===== config.mk =====
export PLATFORM = sky130hd
export DESIGN_NAME = uart_terminal_rx
export DESIGN_NICKNAME = d
export VERILOG_FILES = /design/src/rtl/uart_terminal_rx_pkg.sv /design/src/rtl/uart_bit_rx.sv /design/src/rtl/uart_terminal_rx.sv
export SDC_FILE = /design/constraint.sdc
export NUM_CORES = 1
export LEC_CHECK = 0
export ABC_AREA = 1
export CORE_ASPECT_RATIO = 0.5
export CORE_MARGIN = 4
export CORE_UTILIZATION = 25
export CTS_CLUSTER_SIZE = 30
export DETAILED_ROUTE_END_ITERATION = 8
export GPL_TIMING_DRIVEN = 0
export PLACE_DENSITY = 0.46
export RECOVER_POWER = 50
export SYNTH_ARGS = -nofsm -noshare
export SYNTH_HDL_FRONTEND = slang
export SYNTH_SLANG_ARGS = --single-unit
export TNS_END_PERCENT = 100

===== constraint.sdc =====
create_clock -name clk -period 2 [get_ports clk]
set_input_delay 0.4 -clock clk [delete_from_list [all_inputs] [get_ports clk]]
set_output_delay 0.4 -clock clk [all_outputs]
set_load 0.01 [all_outputs]

===== src/rtl/uart_terminal_rx_pkg.sv =====
// rtl/uart_terminal_rx_pkg.sv - shared receiver state encoding and terminal ASCII constants
package uart_terminal_rx_pkg;

    typedef enum logic [2:0] {
        ST_IDLE,
        ST_START,
        ST_DATA,
        ST_STOP,
        ST_WAIT_HIGH
    } rx_state_e;

    localparam logic [7:0] ASCII_CR  = 8'h0D;
    localparam logic [7:0] ASCII_LF  = 8'h0A;
    localparam logic [7:0] ASCII_BS  = 8'h08;
    localparam logic [7:0] ASCII_DEL = 8'h7F;

endpackage


===== src/rtl/uart_bit_rx.sv =====
// rtl/uart_bit_rx.sv - UART line synchronizer and 8N1 framing FSM
module uart_bit_rx
    import uart_terminal_rx_pkg::*;
#(
    parameter int CLKS_PER_BIT = 868,
    parameter int CNT_BITS     = 10
) (
    input  logic       clk,
    input  logic       reset,
    input  logic       rx,
    output logic [7:0] byte_o,
    output logic       valid_o,
    output logic       frame_error_o,
    output logic       busy_o
);

    localparam logic [CNT_BITS-1:0] HALF_LOAD = CNT_BITS'(CLKS_PER_BIT / 2 - 1);
    localparam logic [CNT_BITS-1:0] FULL_LOAD = CNT_BITS'(CLKS_PER_BIT - 1);

    logic [1:0]          sync_q;
    rx_state_e           state_q;
    logic [CNT_BITS-1:0] timer_q;
    logic [2:0]          bit_idx_q;
    logic [7:0]          data_q;
    logic                rx_s;
    logic                expired;

    assign rx_s    = sync_q[1];
    assign expired = (timer_q == '0);

    // Stop-bit verdicts are strobes in the sampling cycle; the top registers them.
    assign valid_o       = (state_q == ST_STOP) && expired && rx_s;
    assign frame_error_o = (state_q == ST_STOP) && expired && !rx_s;
    assign byte_o        = data_q;
    assign busy_o        = (state_q != ST_IDLE);

    always_ff @(posedge clk) begin
        if (reset) begin
            sync_q    <= 2'b11;
            state_q   <= ST_IDLE;
            timer_q   <= '0;
            bit_idx_q <= '0;
            data_q    <= '0;
        end else begin
            sync_q <= {sync_q[0], rx};
            case (state_q)
                ST_IDLE: begin
                    if (!rx_s) begin
                        state_q <= ST_START;
                        timer_q <= HALF_LOAD;
                    end
                end
                ST_START: begin
                    if (!expired) begin
                        timer_q <= timer_q - 1'b1;
                    end else if (rx_s) begin
                        state_q <= ST_IDLE;
                    end else begin
                        state_q   <= ST_DATA;
                        timer_q   <= FULL_LOAD;
                        bit_idx_q <= '0;
                    end
                end
                ST_DATA: begin
                    if (!expired) begin
                        timer_q <= timer_q - 1'b1;
                    end else begin
                        data_q    <= {rx_s, data_q[7:1]};
                        timer_q   <= FULL_LOAD;
                        bit_idx_q <= bit_idx_q + 1'b1;
                        if (bit_idx_q == 3'd7) begin
                            state_q <= ST_STOP;
                        end
                    end
                end
                ST_STOP: begin
                    if (!expired) begin
                        timer_q <= timer_q - 1'b1;
                    end else if (rx_s) begin
                        state_q <= ST_IDLE;
                    end else begin
                        state_q <= ST_WAIT_HIGH;
                    end
                end
                ST_WAIT_HIGH: begin
                    if (rx_s) begin
                        state_q <= ST_IDLE;
                    end
                end
                default: state_q <= ST_IDLE;
            endcase
        end
    end

endmodule


===== src/rtl/uart_terminal_rx.sv =====
// rtl/uart_terminal_rx.sv - UART receiver with terminal character translation
module uart_terminal_rx
    import uart_terminal_rx_pkg::*;
#(
    parameter int CLKS_PER_BIT = 868,
    parameter int CNT_BITS     = 10
) (
    input  logic       clk,
    input  logic       reset,
    input  logic       rx,
    output logic       add_char,
    output logic [6:0] char_value,
    output logic       frame_error,
    output logic       rx_busy
);

    logic [7:0] rx_byte;
    logic       rx_valid;
    logic       rx_ferr;

    logic       add_char_q;
    logic [6:0] char_value_q;
    logic       frame_error_q;
    logic       cr_seen_q;

    logic       emit_d;
    logic [6:0] value_d;

    uart_bit_rx #(
        .CLKS_PER_BIT(CLKS_PER_BIT),
        .CNT_BITS    (CNT_BITS)
    ) u_bit_rx (
        .clk          (clk),
        .reset        (reset),
        .rx           (rx),
        .byte_o       (rx_byte),
        .valid_o      (rx_valid),
        .frame_error_o(rx_ferr),
        .busy_o       (rx_busy)
    );

    // CR becomes LF, so the LF of a CRLF pair is swallowed to avoid a double newline.
    always_comb begin
        emit_d  = 1'b0;
        value_d = rx_byte[6:0];
        if (rx_byte == ASCII_CR) begin
            value_d = ASCII_LF[6:0];
        end else if (rx_byte == ASCII_DEL) begin
            value_d = ASCII_BS[6:0];
        end
        if (rx_valid) begin
            emit_d = !rx_byte[7] && !((rx_byte == ASCII_LF) && cr_seen_q);
        end
    end

    always_ff @(posedge clk) begin
        if (reset) begin
            add_char_q    <= 1'b0;
            char_value_q  <= '0;
            frame_error_q <= 1'b0;
            cr_seen_q     <= 1'b0;
        end else begin
            add_char_q    <= emit_d;
            frame_error_q <= rx_ferr;
            if (emit_d) begin
                char_value_q <= value_d;
            end
            if (rx_valid) begin
                cr_seen_q <= (rx_byte == ASCII_CR);
            end
        end
    end

    assign add_char    = add_char_q;
    assign char_value  = char_value_q;
    assign frame_error = frame_error_q;

endmodule


* Word-level counts from Yosys, hierarchy flattened
Index checks and enable logic that the tools add are counted.
Widths: inputs -> output; s select.
** Word-level totals
- Flip-flop bits (word level) :: 36
- Bits in latches :: 0
- Bits in writable memories :: 0
- Bits in read-only memories :: 0
- Bits of input ports :: 3
- Output and inout bits :: 10
- Memories kept :: 0
** Cells by class
- Add/subtract/negate cells :: 2
- Multipliers :: 0
- Divide/modulo/power cells :: 0
- $lt $le $gt $ge :: 0
- Equality and inequality tests :: 17
- Shift-type cells :: 0
- Mux-type cells :: 22
- Bitwise logic cells :: 0
- Reduce and logical (&&, ||, !) cells :: 17
** Operators by type and width (number)
- $mux 10 :: 5
- $pmux 10 s4 :: 1
- $mux 3 :: 10
- $eq 8x4->1 const B :: 2
- $pmux 3 s5 :: 1
- $mux 7 :: 2
- $logic_not 10->1 :: 1
- $ne 2x1->1 const B :: 5
- $sub 10x1->10 const B :: 1
- $eq 8x7->1 const B :: 1
- $reduce_and 4->1 :: 2
- $eq 3x2->1 const B :: 2
- $eq 3x3->1 const B :: 2
- $ne 2x2->1 const B :: 3
- $pmux 3 s2 :: 1
- $reduce_and 6->1 :: 1
- $logic_and 1x1->1 :: 5
- $reduce_bool 4->1 :: 1
- $add 3x1->3 const B :: 1
- $eq 3x1->1 const B :: 1
- $logic_not 1->1 :: 3
- $logic_not 3->1 :: 1
- $ne 3x3->1 const B :: 1
- $reduce_bool 3->1 :: 1
- other kinds (4) :: 4

* Logic depth before layout (Yosys ltp)
Gate-level depths: netlist (run 1).
- Word-level depth :: 5
- Gate-level depth with buffers :: 10
- Depth with buffers taken out :: 10

* Modules after synthesis
From an unflattened synthesis (run 1), not the netlist that was laid out.
** Second synthesis, totals
- Cells, all modules :: 283
- Area, all modules :: 1935.6 um^2
** Modules (own cells, without submodules)
- uart_bit_rx :: times used 1, cells an instance 195, area each 1410.1 um^2
- uart_terminal_rx :: times used 1, cells an instance 88, area each 525.5 um^2

* Worst setup path after synthesis (run 1)
Ideal clock, no wire load.
- Path kind :: flip-flop to flip-flop
- Start :: reg u_bit_rx.timer_q[0]
- End :: reg u_bit_rx.data_q[3], in the netlist u_bit_rx.byte_o[3]
- Arrival time :: 1356 ps
- Setup slack :: 525 ps
- Stages on the path, launching flop included :: 9
- Buffers on the path :: 1
- Period minus slack after synthesis :: 1475 ps
- Cell sequence :: dfxtp_1 > inv_1 > ha_1 > nand2_2 > nor2_8 > nand3_2 > buf_6 > o21ai_0 > a21oi_1
** Between the ends
- Longest elaborated chain between the ends :: 2
** Ends and longest elaborated chain
- start: declaration :: line uart_bit_rx.sv:22 : logic [CNT_BITS-1:0] timer_q;
- start signal: assignment :: line uart_bit_rx.sv:55 : timer_q <= timer_q - 1'b1;
- start signal: assignment :: line uart_bit_rx.sv:66 : timer_q <= timer_q - 1'b1;
- start signal: assignment :: line uart_bit_rx.sv:78 : timer_q <= timer_q - 1'b1;
- $logic_not 10->1 :: line uart_bit_rx.sv:29 : assign expired = (timer_q == '0);
- $reduce_and 2->1 (no source line)
- end signal: assignment :: line uart_bit_rx.sv:68 : data_q <= {rx_s, data_q[7:1]};
- end: declaration :: line uart_bit_rx.sv:24 : logic [7:0] data_q;
No other way between the ends.
A chain may end at the register's enable or synchronous reset.

* Worst setup path after layout (run 1)
- Start :: reg u_bit_rx.state_q[2]
- End :: out rx_busy
** Between the ends
- Longest elaborated chain between the ends :: 1
** Ends and longest elaborated chain
- start: declaration :: line uart_bit_rx.sv:21 : rx_state_e state_q;
- start signal: assignment :: line uart_bit_rx.sv:40 : state_q <= ST_IDLE;
- start signal: assignment :: line uart_bit_rx.sv:49 : state_q <= ST_START;
- start signal: assignment :: line uart_bit_rx.sv:57 : state_q <= ST_IDLE;
- $reduce_bool 3->1 :: line uart_bit_rx.sv:35 : assign busy_o = (state_q != ST_IDLE);
- end: declaration :: line uart_terminal_rx.sv:14 : output logic rx_busy
No other way between the ends.

==> impl_metrics.ini, run 1 <==
[worst_hold_path]
holdCritStartpoint = u_bit_rx.sync_q[0]
min_to = u_bit_rx.sync_q[1]
holdPathStages = 1
hold_class = reg2reg

[timing]
setup_viol = 0
tightest_slew_ns = 0.5387
setup_ws_ns = 0.1486
slew_violations = 0
rsz0062_at_grt = false
hold_viol = 0
period_share = 0.9257
period_needed_ns = 1.851
finalSetupTns_ns = 0
fin_skew_ns = 0.002596
fmax_ghz = 0.5401
slew_headroom = 0.6409

[floorplanning]
chipWidth_um = 130.6
core_area_mm2 = 0.007322
initial_core_util = 0.2567
ios = 13
die_area_mm2 = 0.009052
die_h_um = 69.31
num_rows = 22

[critical_path]
worstPathMaxFanout = 5
worst_ep_required_time_ns = 1.60
worstReg2RegStart = u_bit_rx.timer_q[0]
r2r-end = u_bit_rx.byte_o[4]
worstPathCellList = inv_2, nand2_1, clkdlybuf4s50_1
crit_buf_inv = 2
cp_top_family = buffers and inverters
slowest_delay_ns = 0.53
crit_arrival_ns = 1.45
reg2reg_slack_ns = 0.21
cp-start-kind = flop
slowest_stage = clkdlybuf4s50_1
critPathCaptureType = output pin
cp_num_cells = 3
critPathKind = reg2out
r2r_cells = 8

[synth]
yosysSeqAreaShare = 0.3835
synthCells = 257
synth_nets = 263
avgSynthCellArea_um2 = 7.312
synth_largest_area_cell = dfxtp_1
synth.top_cell.area_share = 0.3835
yosys_warnings = 0
synth_area_mm2 = 0.001879
ys_seq_elements = 36
ys_types = 39
synth.area.top_cells = dfxtp_1, nand2_1, nor2_1

[detailed_routing]
vias = 1637
dr.pass1.iters = 6
vias_per_cell = 4.389
drcViolationCount = 0
wire_per_inst_um = 11.31
drt_iter0_drc = 41
routed_wl_um = 4217
drtAntennaViolNets = 0

[pwr]
swShare = 0.3764
ir_drop_uv = 580.3
clkPwrFrac = 0.306
powerDensity_mw_per_mm2 = 1352
pwr-share-comb = 0.381
p_leak_nw = 0.9654
seq_power_share = 0.314
p_int_w = 0.001912
p_sw_w = 0.001154

[cts]
cts.sink_count = 36
cts_hold_buffers = 0
htree_num_levels = 2
path_clk_slew_ns = 0.05
postCtsSetupBuffers = 0
clk_path_buf_depth = 2
cts_tree = built
root_buffer = clkbuf_16
clkLatencyLatePin_ns = 0.27
cts_buffers = 5
cts-resized-gates = 0

[global_route]
grt_pass1_wl_um = 7369
antenna_found_initial = 0
grt_pass1_vias = 1598
grt_max_degree = 12
grt_usage = 0.09992
grt_overflow_total = 0

[cells_and_area]
stdcell_area_mm2 = 0.002267
n_antenna_cell = 0
layout-drive-gt1-share = 0.1300
most-common-layout-cells = nand2_1, dfxtp_1, nor2_1
final_nets = 282
syn_to_final_growth_pct = 20.64
final_common_cell = nand2_1

[placed_design]
dp_slack_ns = 0.1687
gp_congestion = 0.8536
dp_hpwl_um = 3196
port_buffers = 12
place_area_mm2 = 0.002120

[run]
maxCapViolCount = 0

[outcome]
status = finished clean
==> cells in the mapped netlist, drive strengths merged <==
cell and count:
nand2 61, nor2 37, dfxtp 36, inv 28
nand3 22, a21oi 20, o21ai 18, nand4 7
or2 5, clkbuf 3, ha 3, a211oi 2
and2 2, buf 2, nor3 2, o21bai 2
xor2 2, clkinv 1, nand3b 1, o211ai 1
o22ai 1, xnor2 1
==> per-stage QoR <==
stage | hold WS (ns) | total power, W | instances | util
CTS | 0.4241 | 0.003143 | 373 | 0.3144
finish | 0.4161 | 0.003065 | 373 | 0.3096
global placement | 0.4075 | 0.002191 | 365 | 0.2895
floorplan | 0.3895 | 0.001933 | 257 | -
detailed placement | 0.4082 | 0.002191 | 365 | 0.2895
global route | 0.4329 | 0.003312 | 373 | 0.3096
==> worst max-delay path by stage <==
stage / startpoint / endpoint
finish: u_bit_rx.state_q[2] / rx_busy
global route: u_bit_rx.timer_q[0] / u_bit_rx.byte_o[3]
CTS: u_bit_rx.state_q[0] / rx_busy
detailed placement: reset / frame_error
global placement: reset / frame_error
floorplan: u_bit_rx.timer_q[0] / u_bit_rx.byte_o[3]
==> power by group through the flow <==
stage                     clock [W]  combinational (W)  sequential (W)
after floorplan                   0           0.000988        0.000945
after global placement            0            0.00122        0.000973
after detailed placement          0            0.00122        0.000974
after CTS                  0.000960            0.00122        0.000960
after global routing       0.000997            0.00133        0.000981
final                      0.000937            0.00117        0.000961
==> area by class of cell <==
| class | count | area, µm² |
|---|---|---|
| Clock inverter | 1 | 30.03 |
| Sequential cell | 36 | 721.9 |
| Timing Repair Buffer | 12 | 120.1 |
| Multi-Input combinational cell | 187 | 983.4 |
| Clock buffer | 7 | 152.6 |
| Inverter | 29 | 116.4 |
| Tap cell | 96 | 120.1 |
| Buffer | 5 | 22.52 |
| Fill cell | 811 | 5055 |
==> layer usage <==
layer  GRT usage  share of wire  vias to the layer above
met4     0.04219          0.013                        0
met5           0              0                        -
met1      0.1286           0.50                      742
met2      0.1570           0.46                       12
li1            -              -                      878
met3     0.02692          0.023                        5
==> flip-flops by register name, summed over array words and instances (netlist names) <==
register	flops
u_bit_rx.bit_idx_q	3
frame_error	1
u_bit_rx.sync_q	2
u_bit_rx.timer_q	10
add_char	1
u_bit_rx.state_q	3
u_bit_rx.byte_o	8
char_value	7
cr_seen_q	1
==> kinds of logic after synthesis <==
kind of cell             after synthesis  share of synthesized area
AO/OA/AOI/OAI                         44                     0.1325
XOR/XNOR                               3                    0.01398
adder cells (fa/ha/maj)                3                    0.01998
buffers and inverters                 34                    0.07723
flip-flops                            36                     0.3835
AND/OR/NAND/NOR                      137                     0.3728
==> worst register-to-register path, delay by kind of cell (launching register included) <==
family	cells	cell delay (ns)
buffers and inverters	2	0.35
adder cells (fa/ha/maj)	1	0.26
AND/OR/NAND/NOR	3	0.55
AO/OA/AOI/OAI	2	0.22
flip-flops	1	0.29
Note: power is estimated with default switching activity, not from simulation.
==> inputs of run 2 (changes only) <==
--- a/config.mk
+++ b/config.mk
@@ -6,6 +6,7 @@
 export NUM_CORES = 1
 export LEC_CHECK = 0
 export ABC_AREA = 1
+export CAP_MARGIN = 20
 export CORE_ASPECT_RATIO = 0.5
 export CORE_MARGIN = 4
 export CORE_UTILIZATION = 25
==> results of run 2 <==
Same layout as run 1: the final DEF is identical, and so are final timing and power.
